$ cat config.mk
export PLATFORM = sky130hd
export DESIGN_NAME = hist_readout
export DESIGN_NICKNAME = d
export VERILOG_FILES = /design/src/rtl/hist_pkg.sv /design/src/rtl/acq_timer.sv /design/src/rtl/hist_readout.sv
export SDC_FILE = /design/constraint.sdc
export NUM_CORES = 1
export LEC_CHECK = 0
export CORE_AREA = 2 2 73 93
export DETAILED_ROUTE_END_ITERATION = 6
export DIE_AREA = 0 0 75 95
export PLACE_DENSITY = 0.72
export SLEW_MARGIN = 20
export SYNTH_ARGS = -nofsm -noshare
export SYNTH_HDL_FRONTEND = slang
export SYNTH_HIERARCHICAL = 1
export SYNTH_SLANG_ARGS = --single-unit
$ cat constraint.sdc
create_clock -name clk -period 2.3 [get_ports clk]
set_input_delay 0.23 -clock clk [delete_from_list [all_inputs] [get_ports clk]]
set_output_delay 0.23 -clock clk [all_outputs]
set_load 0.05 [all_outputs]
$ cat src/rtl/hist_pkg.sv
// Shared constants, word layout and state encoding for the hit-counter readout.
package hist_pkg;

    localparam int NSLICE = 32;
    localparam int CW     = 16;
    localparam int TW     = 24;
    localparam int IW     = 5;

    // Output word layout: {sat, idx, count}
    localparam int CNT_LSB = 0;
    localparam int IDX_LSB = CW;
    localparam int SAT_BIT = CW + IW;

    typedef enum logic [2:0] {
        IDLE,
        ACQ,
        SETTLE,
        PRESENT,
        SHIFT,
        DONE
    } state_e;

endpackage

$ cat src/rtl/acq_timer.sv
// Loadable down-counter that times the acquisition window.
// expire_o flags the last cycle of the window (count == 1).
module acq_timer
    import hist_pkg::*;
#(
    parameter int TW = hist_pkg::TW
) (
    input  logic          clk,
    input  logic          clr_n,
    input  logic          load_i,
    input  logic [TW-1:0] load_val_i,
    input  logic          dec_i,
    output logic          expire_o
);

    logic [TW-1:0] cnt_q;
    logic [TW-1:0] cnt_d;

    // Load wins over decrement; the counter parks at zero.
    always_comb begin
        cnt_d = cnt_q;
        if (load_i) begin
            cnt_d = load_val_i;
        end else if (dec_i && (cnt_q != '0)) begin
            cnt_d = cnt_q - TW'(1);
        end
    end

    // Counter register.
    always_ff @(posedge clk or negedge clr_n) begin
        if (!clr_n) begin
            cnt_q <= '0;
        end else begin
            cnt_q <= cnt_d;
        end
    end

    assign expire_o = (cnt_q == TW'(1));

endmodule

$ cat src/rtl/hist_readout.sv
// Acquisition control and serial unload of the chained slice hit counters.
// A frame runs ACQ (count enable) -> SETTLE -> PRESENT/SHIFT per slice -> DONE,
// emitting one {sat, idx, count} word per slice, highest slice first.
module hist_readout
    import hist_pkg::*;
#(
    parameter int NSLICE = hist_pkg::NSLICE,
    parameter int CW     = hist_pkg::CW,
    parameter int TW     = hist_pkg::TW,
    parameter int IW     = hist_pkg::IW
) (
    input  logic           clk,
    input  logic           clr_n,
    input  logic           start,
    input  logic           stop,
    input  logic           clr_hist,
    input  logic [TW-1:0]  window_len,
    input  logic [CW-1:0]  hc_q,
    input  logic           hc_max,
    output logic           hc_ce,
    output logic           hc_ld,
    output logic           hc_clr,
    output logic           m_valid,
    input  logic           m_ready,
    output logic [IW+CW:0] m_data,
    output logic           busy,
    output logic           done
);

    state_e        state_q;
    logic          settle_q;
    logic          sat_q;
    logic [IW-1:0] idx_q;
    logic          hc_ce_q;
    logic          hc_ld_q;
    logic          hc_clr_q;
    logic          m_valid_q;
    logic          busy_q;
    logic          done_q;

    logic          tmr_load;
    logic          tmr_dec;
    logic          tmr_expire;

    assign tmr_load = (state_q == IDLE) && start && !clr_hist && (window_len != '0);
    assign tmr_dec  = (state_q == ACQ);

    acq_timer #(
        .TW(TW)
    ) u_timer (
        .clk        (clk),
        .clr_n      (clr_n),
        .load_i     (tmr_load),
        .load_val_i (window_len),
        .dec_i      (tmr_dec),
        .expire_o   (tmr_expire)
    );

    // Frame sequencer; every chain strobe and stream flag is a registered output.
    always_ff @(posedge clk or negedge clr_n) begin
        if (!clr_n) begin
            state_q   <= IDLE;
            settle_q  <= 1'b0;
            sat_q     <= 1'b0;
            idx_q     <= '0;
            hc_ce_q   <= 1'b0;
            hc_ld_q   <= 1'b0;
            hc_clr_q  <= 1'b0;
            m_valid_q <= 1'b0;
            busy_q    <= 1'b0;
            done_q    <= 1'b0;
        end else begin
            hc_clr_q <= 1'b0;
            hc_ld_q  <= 1'b0;
            done_q   <= 1'b0;
            case (state_q)
                IDLE: begin
                    if (clr_hist) begin
                        // Clear has priority; a coincident start is dropped.
                        hc_clr_q <= 1'b1;
                    end else if (start) begin
                        sat_q    <= 1'b0;
                        busy_q   <= 1'b1;
                        settle_q <= 1'b0;
                        if (window_len != '0) begin
                            hc_ce_q <= 1'b1;
                            state_q <= ACQ;
                        end else begin
                            state_q <= SETTLE;
                        end
                    end
                end
                ACQ: begin
                    if (hc_max) begin
                        sat_q <= 1'b1;
                    end
                    if (tmr_expire || stop || hc_max) begin
                        hc_ce_q  <= 1'b0;
                        settle_q <= 1'b0;
                        state_q  <= SETTLE;
                    end
                end
                SETTLE: begin
                    // Two idle cycles let the last latched hit reach the counters.
                    if (!settle_q) begin
                        settle_q <= 1'b1;
                    end else begin
                        sat_q     <= sat_q | hc_max;
                        idx_q     <= IW'(NSLICE - 1);
                        m_valid_q <= 1'b1;
                        state_q   <= PRESENT;
                    end
                end
                PRESENT: begin
                    if (m_ready) begin
                        m_valid_q <= 1'b0;
                        hc_ld_q   <= 1'b1;
                        state_q   <= SHIFT;
                    end
                end
                SHIFT: begin
                    if (idx_q == '0) begin
                        done_q  <= 1'b1;
                        state_q <= DONE;
                    end else begin
                        idx_q     <= idx_q - IW'(1);
                        m_valid_q <= 1'b1;
                        state_q   <= PRESENT;
                    end
                end
                DONE: begin
                    busy_q  <= 1'b0;
                    state_q <= IDLE;
                end
                default: begin
                    state_q <= IDLE;
                end
            endcase
        end
    end

    assign hc_ce   = hc_ce_q;
    assign hc_ld   = hc_ld_q;
    assign hc_clr  = hc_clr_q;
    assign m_valid = m_valid_q;
    assign busy    = busy_q;
    assign done    = done_q;

    // The count field is the chain's own output register: it already holds the
    // next slice right after the shift edge, so no extra capture stage is
    // needed for back-to-back words. It is frozen during PRESENT because the
    // chain neither counts nor shifts there, and gated to zero outside it.
    assign m_data = {sat_q, idx_q, (m_valid_q ? hc_q : {CW{1'b0}})};

endmodule

======== After elaboration in Yosys (flattened, before gate mapping) ========
Cells that the tools add are included.
word-level totals
  output and inout bits ................... 28
  word-level logic and storage cells ...... 90
  register bits after elaboration ......... 40
  bits of input ports ..................... 47
operators by class
  mux-type cells .......................... 38
  $add $sub $neg .......................... 2
  equal/unequal tests ..................... 14
  reduce and logical (&&, ||, !) cells .... 24
  bitwise operators ....................... 1
operators by type and width
  kind                   count
  $mux 24                2
  $reduce_bool 24->1     2
  $eq 24x1->1 const B    1
  $sub 24x1->24 const B  1
  $mux 1                 19
  $mux 3                 6
  $mux 16                1
  $pmux 3 s5             1
  $reduce_and 5->1       3
  $ne 2x2->1 const B     7
  $mux 5                 2
  $pmux 5 s2             1
  $pmux 1 s3             3
  $reduce_and 4->1       2
  $reduce_bool 2->1      4
  $eq 3x2->1 const B     2
  $eq 3x3->1 const B     2
  $reduce_and 3->1       2
  $reduce_bool 3->1      2
  $logic_not 5->1        1
  $sub 5x1->5 const B    1
  $logic_and 1x1->1      4
  $pmux 1 s2             2
  $eq 3x1->1 const B     1
  other kinds (6)        7

======== Depth between registers and ports, before layout ========
Gate-level depths: netlist (run 1).
  depth in word-level cells ............... 5
  mapped depth ............................ 10
  depth with buffers taken out ............ 9

======== Cells and area by module ========
The synthesis (run 1) kept the hierarchy.
modules (own cells, without submodules)
  module        area an instance (µm²)  times used  cells each  seq. area each (µm²)
  acq_timer     1,539.0                 1           172         600.6
  hist_readout  1,073.5                 1           124         400.4

======== Worst setup path after synthesis (run 1) ========
No wires, ideal clock.
  path type ............................... register to register
  from .................................... register state_q[1]
  to ...................................... register u_timer.cnt_q[13]
  data arrival time ....................... 2.366 ns
  data required time ...................... 2.174 ns
  setup time .............................. 0.126 ns
  buffers on the path ..................... 3
  setup slack ............................. -0.192 ns
  period minus slack after synthesis ...... 2.492 ns
  stages on the path, launching flop included .. 10
  cells stage by stage .................... dfrtp_1 > buf_6 > or3b_1 > inv_1 > or3b_2 > clkbuf_1 > clkbuf_1 > nor4_1 > a21oi_1 > a311o_1
on the way
  elaborated cells on any way between the ends .. 8
  those cells by class .................... eq/ne: 1; mux: 1; reduce/logical: 6
RTL lines
  what                         RTL line            text
  start: declaration           hist_readout.sv:30  state_e state_q;
  start signal: assignment     hist_readout.sv:62  state_q <= IDLE;
  start signal: assignment     hist_readout.sv:87  state_q <= ACQ;
  start signal: assignment     hist_readout.sv:89  state_q <= SETTLE;
  $eq 3x1->1                   hist_readout.sv:46  assign tmr_dec = (state_q == ACQ);
  named net tmr_dec            hist_readout.sv:42  logic tmr_dec;
  $logic_and 1x1->1            acq_timer.sv:24     end else if (dec_i && (cnt_q != '0)) begin
  $reduce_bool 2->1 (no line)  --
  end signal: assignment       acq_timer.sv:34     cnt_q <= cnt_d;
  end: declaration             acq_timer.sv:16     logic [TW-1:0] cnt_q;
The timed path passes the listed nets, and every way through them passes these cells.
A chain may end at the register's enable or synchronous reset.

======== Worst setup path in the final report (run 1) ========
  from .................................... register u_timer.cnt_q[14]
  to ...................................... register u_timer.cnt_q[20]
on the way
  word-level cells in the longest chain between the ends .. 3
  elaborated cells on any way between the ends .. 6
  those cells by class .................... add/sub: 1; mux: 2; reduce/logical: 3
ends and longest elaborated chain
  what                                                 RTL line
  $sub 24x1->24 or $reduce_bool 24->1 (tied branches)  acq_timer.sv:25, acq_timer.sv:24
  $mux 24 or $logic_and 1x1->1 (tied branches)         acq_timer.sv:24
  $mux 24 or $reduce_bool 2->1 (tied branches)         --
Parallel ways exist; a longest one is shown, timed or not. The select of a mux whose other input is x is not followed.

==> results of run 1 <==
[layout by cell type, fill, tap and decap left out, types with 4 or more instances in the layout]
cell type        count
a21oi_1             10
and2_1              18
buf_4               54
clkbuf_8             5
clkdlybuf4s50_1     73
dfrtp_1             39
ha_1                 4
inv_1               11
mux2_2               5
nand2_1             27
nand3_1              8
nand4_1              7
nor2_1              18
nor3_1               7
nor4_1              10
o21ai_0             22
or2_2                4
or4_1                4
xnor2_1              9
xor2_1               4
[worst register-to-register path: stages, from the launching register on]
cell,delay [ns]
dfrtp_1,0.39
or4_4,0.57
nor3_4,0.30
or4b_4,0.50
or4_1,0.40
nand3_1,0.09
[synth_stat cells (3+ instances only)]
cell,number,area (µm²)
o21a_1,3,22.5
or3_1,3,18.8
nor4_1,12,75.1
dfrtp_1,40,1000
and3_1,3,18.8
a2111oi_0,3,26.3
and2_1,18,113
a21oi_1,11,55.1
o31a_1,3,26.3
o21ai_0,23,115
inv_1,13,48.8
xor2_1,4,35.0
or4_1,5,37.5
buf_2,4,20.0
nand2b_1,3,18.8
a31oi_1,7,43.8
a211o_1,3,26.3
buf_6,3,33.8
nand4_1,7,43.8
nand3_1,8,40.0
xnor2_1,9,78.8
clkbuf_1,7,26.3
nand2_1,28,105
nor3_1,7,35.0
mux2i_1,3,30.0
ha_1,4,50.1
mux2_2,5,56.3
nor2_1,19,71.3
or2_2,4,25.0
[repair_timing]
item | 4_1_cts | 5_1_grt
setup buffers | 2 | 7
gates resized for setup | 3 | 21
pin swaps | 0 | 8
setup endpoints to repair | 4 | 18
cloned | 0 | 1
hold endpoints to repair | 0 | 0
[cells by family (layout without fill, tap and decap cells)]
logic type | Yosys count | after routing | synth area share (%)
and+or+nand+nor | 136 | 137 | 29.6
AOI/OAI and AO/OA | 65 | 65 | 16.3
DFF | 40 | 40 | 38.3
buffers and inverters | 30 | 152 | 6.27
xor gates and xnor gates | 13 | 13 | 4.36
muxes | 8 | 8 | 3.30
adders and majority gates | 4 | 4 | 1.92
[cell type report]
class                   instances  area, µm²
repair buffers                131       1180
well taps                      87        109
clock buffers                   6       72.6
flip-flops and latches         40       1000
clock inverters                 2       35.0
multi-input cells             227       1570
inverters                      13       51.3
fillers                       552       2290
[worst max-delay path by stage]
| stage | endpoint | slack (ns) |
|---|---|---|
| finish | u_timer/cnt_q[20]$_DFFE_PN0P_ | -0.01 |
| global route | u_timer/cnt_q[20]$_DFFE_PN0P_ | -0.07 |
| CTS | u_timer/cnt_q[17]$_DFFE_PN0P_ | 0.01 |
| detailed placement | u_timer/cnt_q[13]$_DFFE_PN0P_ | -0.15 |
| global placement | u_timer/cnt_q[13]$_DFFE_PN0P_ | -0.13 |
| floorplan | u_timer/cnt_q[3]$_DFFE_PN0P_ | -0.01 |
[metal layers]
layer,part of all wire (%),track usage [%],vias to the layer above
met5,0,0,-
met4,1.4,6.25,0
met3,4.7,2.67,13
met2,52,36.3,86
met1,42,28.3,1299
li1,-,-,1318
[power by group through the flow]
stage	Clock [mW]	Sequential (mW)	Combinational (mW)
floorplan	0	1.47	1.51
CTS	0.589	1.30	2.54
detailed placement	0	1.30	2.51
finish	0.580	1.31	2.72
global route	0.618	1.35	2.93
global placement	0	1.29	2.46
==> flow_summary.json, run 1 <==
{
  "endpoint_kind": "flop",
  "place_inst": 488,
  "dieArea_mm2": 0.00713,
  "wl_per_cell_um": 15.4,
  "cp-startpoint": "u_timer/cnt_q[14]$_DFFE_PN0P_",
  "synthesis.nets": 347,
  "p_total_mw": 4.61,
  "clkLatencyLatePin_ns": 0.30,
  "io_pins": 75,
  "powerDensity_mw_per_mm2": 1150,
  "whs_ns": 0.0597,
  "drc": 0,
  "crit_family": "simple AND/OR/NAND/NOR gates",
  "antenna_found_initial": 0,
  "instances_no_fill": 506,
  "num-nets-final": 469,
  "yosysSeqAreaShare_pct": 38.3,
  "grt-ovfl-total": 0,
  "largest_reg_flops": 24,
  "synth_edf_count": 0,
  "combPwrFrac_pct": 59.0,
  "grt_first_pass_wirelength_mm": 11.9,
  "drt_wl_total_mm": 7.79,
  "worstReg2RegStart": "u_timer/cnt_q[14]$_DFFE_PN0P_",
  "r2r_slack_ns": -0.01,
  "hold_viol_final": 0,
  "chipHeight_um": 95,
  "pre_cts_slack_ns": -0.149,
  "grt_pass1_vias": 2476,
  "first_iter_violations": 166,
  "synth-main-ff-cell": "dfrtp_1",
  "vias_per_cell": 5.37,
  "n_antenna_cell": 0,
  "clkTransAtPathRegs_ns": 0.08,
  "r2r_cells": 5,
  "seqPwrFrac_pct": 28.4,
  "fin_crit_ns": 2.31,
  "required_ns": 2.54,
  "cts_tree": "done",
  "intPower_mw": 2.55,
  "syn_area_mm2": 0.00261,
  "worst-path-buf-inv": 0,
  "fp.dieW_um": 75,
  "final_util_pct": 63.7,
  "finalClockSkew_ns": 0.00461,
  "violations": "negative setup slack",
  "cp-start-kind": "flop",
  "power_switching_mw": 2.06,
  "tns_ns": -0.00959,
  "port_buffers": 74,
  "crit_slowest_cell": "or4_4",
  "rsz0062_at_grt": "true",
  "regMostFlops": "u_timer/cnt_q",
  "max_cap_violations": 0,
  "holdBufCountCts": 0,
  "place_area_mm2": 0.00375,
  "crit_type": "flop to flop",
  "hp-class": "input pin to async pin",
  "critPathMaxFanout": 4,
  "slowest_delay_ns": 0.57,
  "coreArea_mm2": 0.00632,
  "htreeDepth": 2,
  "p_clk_share_pct": 12.6,
  "grt_max_degree": 41,
  "cts.sinks": 40,
  "ant_nets": 0,
  "vias": 2716,
  "layout-drive-gt1-share_pct": 25.1,
  "start_util_pct": 41.4,
  "grt_usage_pct": 21.4,
  "irDropWorstVdd_mv": 0.725,
  "cp.arrival_ns": 2.55,
  "switching_share_pct": 44.6,
  "syn_to_final_growth_pct": 54.1,
  "regToRegEndpoint": "u_timer/cnt_q[20]$_DFFE_PN0P_",
  "finalMaxSlewViolations": 0,
  "drt_pass1_iterations": 4,
  "ys_types": 56,
  "crit_cells": 5,
  "top_regs": "u_timer/cnt_q x24, idx_q x5, state_q x3",
  "setup_viol_count_final": 1,
  "fmax_ghz": 0.433,
  "p_leak_nw": 1.63,
  "ys_ff_latch": 40,
  "clockBufferDepth": 2,
  "avgSynthCellArea_um2": 8.83,
  "yosysWarnings": 6,
  "routabilityCongestion": 0.868,
  "tightest_slew_ns": 0.934,
  "status": "finished with violations",
  "crit_chain": "or4_4 > nor3_4 > or4b_4 > or4_1 > nand3_1",
  "fin_area_mm2": 0.00403,
  "root_buffer": "clkbuf_8",
  "async_reset_ff_share_pct": 100,
  "hpwl_mm": 5.67,
  "syn_inst": 296,
  "rows": 33,
  "final.setup.worst_slack_ns": -0.00959,
  "max_slew_margin_pct": 37.7,
  "post-route-period-util_pct": 100,
  "cts_buffers": 5
}
(Power assumes the default switching activity.)
==> inputs of run 2 (changes only) <==
--- a/config.mk
+++ b/config.mk
@@ -5,9 +5,11 @@
 export SDC_FILE = /design/constraint.sdc
 export NUM_CORES = 1
 export LEC_CHECK = 0
-export CORE_AREA = 2 2 73 93
+export CORE_AREA = 2 2 75 91
 export DETAILED_ROUTE_END_ITERATION = 6
-export DIE_AREA = 0 0 75 95
+export DIE_AREA = 0 0 77 93
+export GPL_TIMING_DRIVEN = 0
+export HOLD_SLACK_MARGIN = 0.12
 export PLACE_DENSITY = 0.72
 export SLEW_MARGIN = 20
 export SYNTH_ARGS = -nofsm -noshare
==> run 2 against run 1 <==
Net effect: the flow now finishes without violations; routed wire length down 3.0%; global-route usage down 0.43 points; sequential power about the same; core utilization shrank 2.9 points; worst hold slack better by 0.29 ns; combinational power shrank 7%; die area increased by 0.51%; first-iteration DRC count up 41%; sequential share of layout area up 1.2 points.
==> flow_summary.json, run 2 (synthesis results as in run 1) <==
{
  "syn_to_final_growth_pct": 47.2,
  "hold_viol_final": 0,
  "max_slew_margin_pct": 64.8,
  "port_buffers": 74,
  "critPathMaxFanout": 7,
  "setup_viol_count_final": 0,
  "antenna_found_initial": 0,
  "num-nets-final": 442,
  "powerDensity_mw_per_mm2": 1160,
  "instances_no_fill": 477,
  "routabilityCongestion": 0.883,
  "vias_per_cell": 5.47,
  "status": "complete, no violations",
  "wl_per_cell_um": 15.8,
  "fin_crit_ns": 2.29,
  "first_iter_violations": 234,
  "finalMaxSlewViolations": 0,
  "io_pins": 75,
  "cts.sinks": 40,
  "root_buffer": "clkbuf_8",
  "ant_nets": 0,
  "largest_reg_flops": 24,
  "slowest_delay_ns": 0.54,
  "final_common_cell": "clkdlybuf4s50_1",
  "clkTransAtPathRegs_ns": 0.09,
  "cp-start-kind": "flop",
  "coreArea_mm2": 0.00633,
  "rows": 32,
  "layout_common_cells": "63 x clkdlybuf4s50_1, 38 x dfrtp_1, 28 x nand2_1",
  "hpwl_mm": 5.43,
  "grt_first_pass_wirelength_mm": 12.1,
  "fmax_ghz": 0.436,
  "drt_pass1_iterations": 4,
  "grt_max_degree": 30,
  "dieArea_mm2": 0.00716,
  "crit_chain": "or3_4 > or2_1 > buf_6 > or4b_4 > or4_1 > nand3_1",
  "required_ns": 2.54,
  "vias": 2611,
  "grt_pass1_vias": 2555,
  "grt-ovfl-total": 0,
  "drt_wl_total_mm": 7.56,
  "crit_slowest_cell": "or4b_4",
  "clkLatencyLatePin_ns": 0.31,
  "max_cap_violations": 0,
  "crit_type": "flop to flop",
  "place_inst": 456,
  "finalClockSkew_ns": 0.00592,
  "cp.arrival_ns": 2.54,
  "regMostFlops": "u_timer/cnt_q",
  "clockBufferDepth": 2,
  "top_regs": "u_timer/cnt_q x24, idx_q x5, state_q x3",
  "n_antenna_cell": 0,
  "chipHeight_um": 93,
  "cts_buffers": 5,
  "final_util_pct": 60.8,
  "irDropWorstVdd_mv": 0.772,
  "grt_usage_pct": 21.0,
  "start_util_pct": 41.3,
  "r2r_cells": 6,
  "cts_tree": "done",
  "hp-class": "input pin to async pin",
  "rsz0062_at_grt": "true",
  "tightest_slew_ns": 0.526,
  "drc": 0,
  "p_leak_nw": 1.54,
  "layout-drive-gt1-share_pct": 19.6,
  "htreeDepth": 2,
  "endpoint_kind": "flop",
  "fp.dieW_um": 77,
  "final.fill_count": 566,
  "post-route-period-util_pct": 99.7
}
[run 2: changes by cell type in the layout (fill, tap and decap cells not counted), sizes merged]
cell,before,now
dlygate4sd3,0,1
clkinv,1,2
clkbuf,6,12
clkdlybuf4s50,73,63
buf,58,24
dlygate4sd2,0,10
or3b,3,2
[run 2: layout make-up]
type                       instances  area [µm²]  share of cell area (%)
multi-input combinational        226        1570                    40.7
sequential                        40        1000                    26.1
timing repair buffer              90         858                    22.3
buffer                            15         145                    3.77
tap                               85         106                    2.77
clock buffer                       5        68.8                    1.79
inverter                          13        51.3                    1.33
clock inverter                     3        47.5                    1.24
[run 2: worst max-delay path: cells and delay by family, from the launching register on]
family                 cells  cell delay, ns
and+or+nand+nor            5            1.69
DFF                        1            0.39
buffers and inverters      1            0.15
[run 2: report_power, final]
part | switching [mW] | total (mW) | internal (mW) | leakage [nW]
combinational | 1.44 | 2.53 | 1.09 | 1.02
clock | 0.282 | 0.609 | 0.327 | 0.0583
sequential | 0.296 | 1.31 | 1.02 | 0.462
[run 2: final timing paths]
path	start	slack, ns	end
worst max-delay path	u_timer/cnt_q[2]$_DFFE_PN0P_	0.007	u_timer/cnt_q[20]$_DFFE_PN0P_
worst min-delay path	clr_n	0.35	u_timer/cnt_q[15]$_DFFE_PN0P_
worst max register to register	u_timer/cnt_q[2]$_DFFE_PN0P_	0.007	u_timer/cnt_q[20]$_DFFE_PN0P_
worst min register to register	settle_q$_DFFE_PN0P_	0.53	settle_q$_DFFE_PN0P_
max in group asynchronous	clr_n	1.49	state_q[2]$_DFFE_PN0P_
min in group clk	window_len[11]	0.51	u_timer/cnt_q[11]$_DFFE_PN0P_
[run 2: repair_timing]
action	in CTS	in global routing
hold buffers	1	0
pin swaps	8	6
buffers inserted	13	1
endpoints found under the setup margin	35	23
gates resized for setup	35	13
endpoints found under the hold margin	40	0
[run 2: metal layers]
| metal | wire length, µm | part of all wire, % | up-vias | track usage, % |
|---|---|---|---|---|
| met5 | 0 | 0 | - | 0 |
| li1 | - | - | 1262 | - |
| met4 | 143 | 1.9 | 0 | 7.14 |
| met1 | 3090 | 41 | 1244 | 25.6 |
| met3 | 408 | 5.4 | 15 | 3.09 |
| met2 | 3920 | 52 | 90 | 37.9 |
[run 2: per-stage QoR]
step	total power [mW]	cell area [µm²]	TNS (ns)	hold slack, ns	setup WS (ns)
final	4.46	3850	0	0.348	0.00686
after global routing	4.72	3850	-0.465	0.366	-0.0994
after detailed placement	3.67	3530	-13.15	0.140	-0.953
after CTS	4.43	3800	0	0.350	0.00936
after global placement	3.63	3510	-15.94	0.491	-0.957
after floorplan	2.97	2660	-0.0394	-0.0656	-0.0140
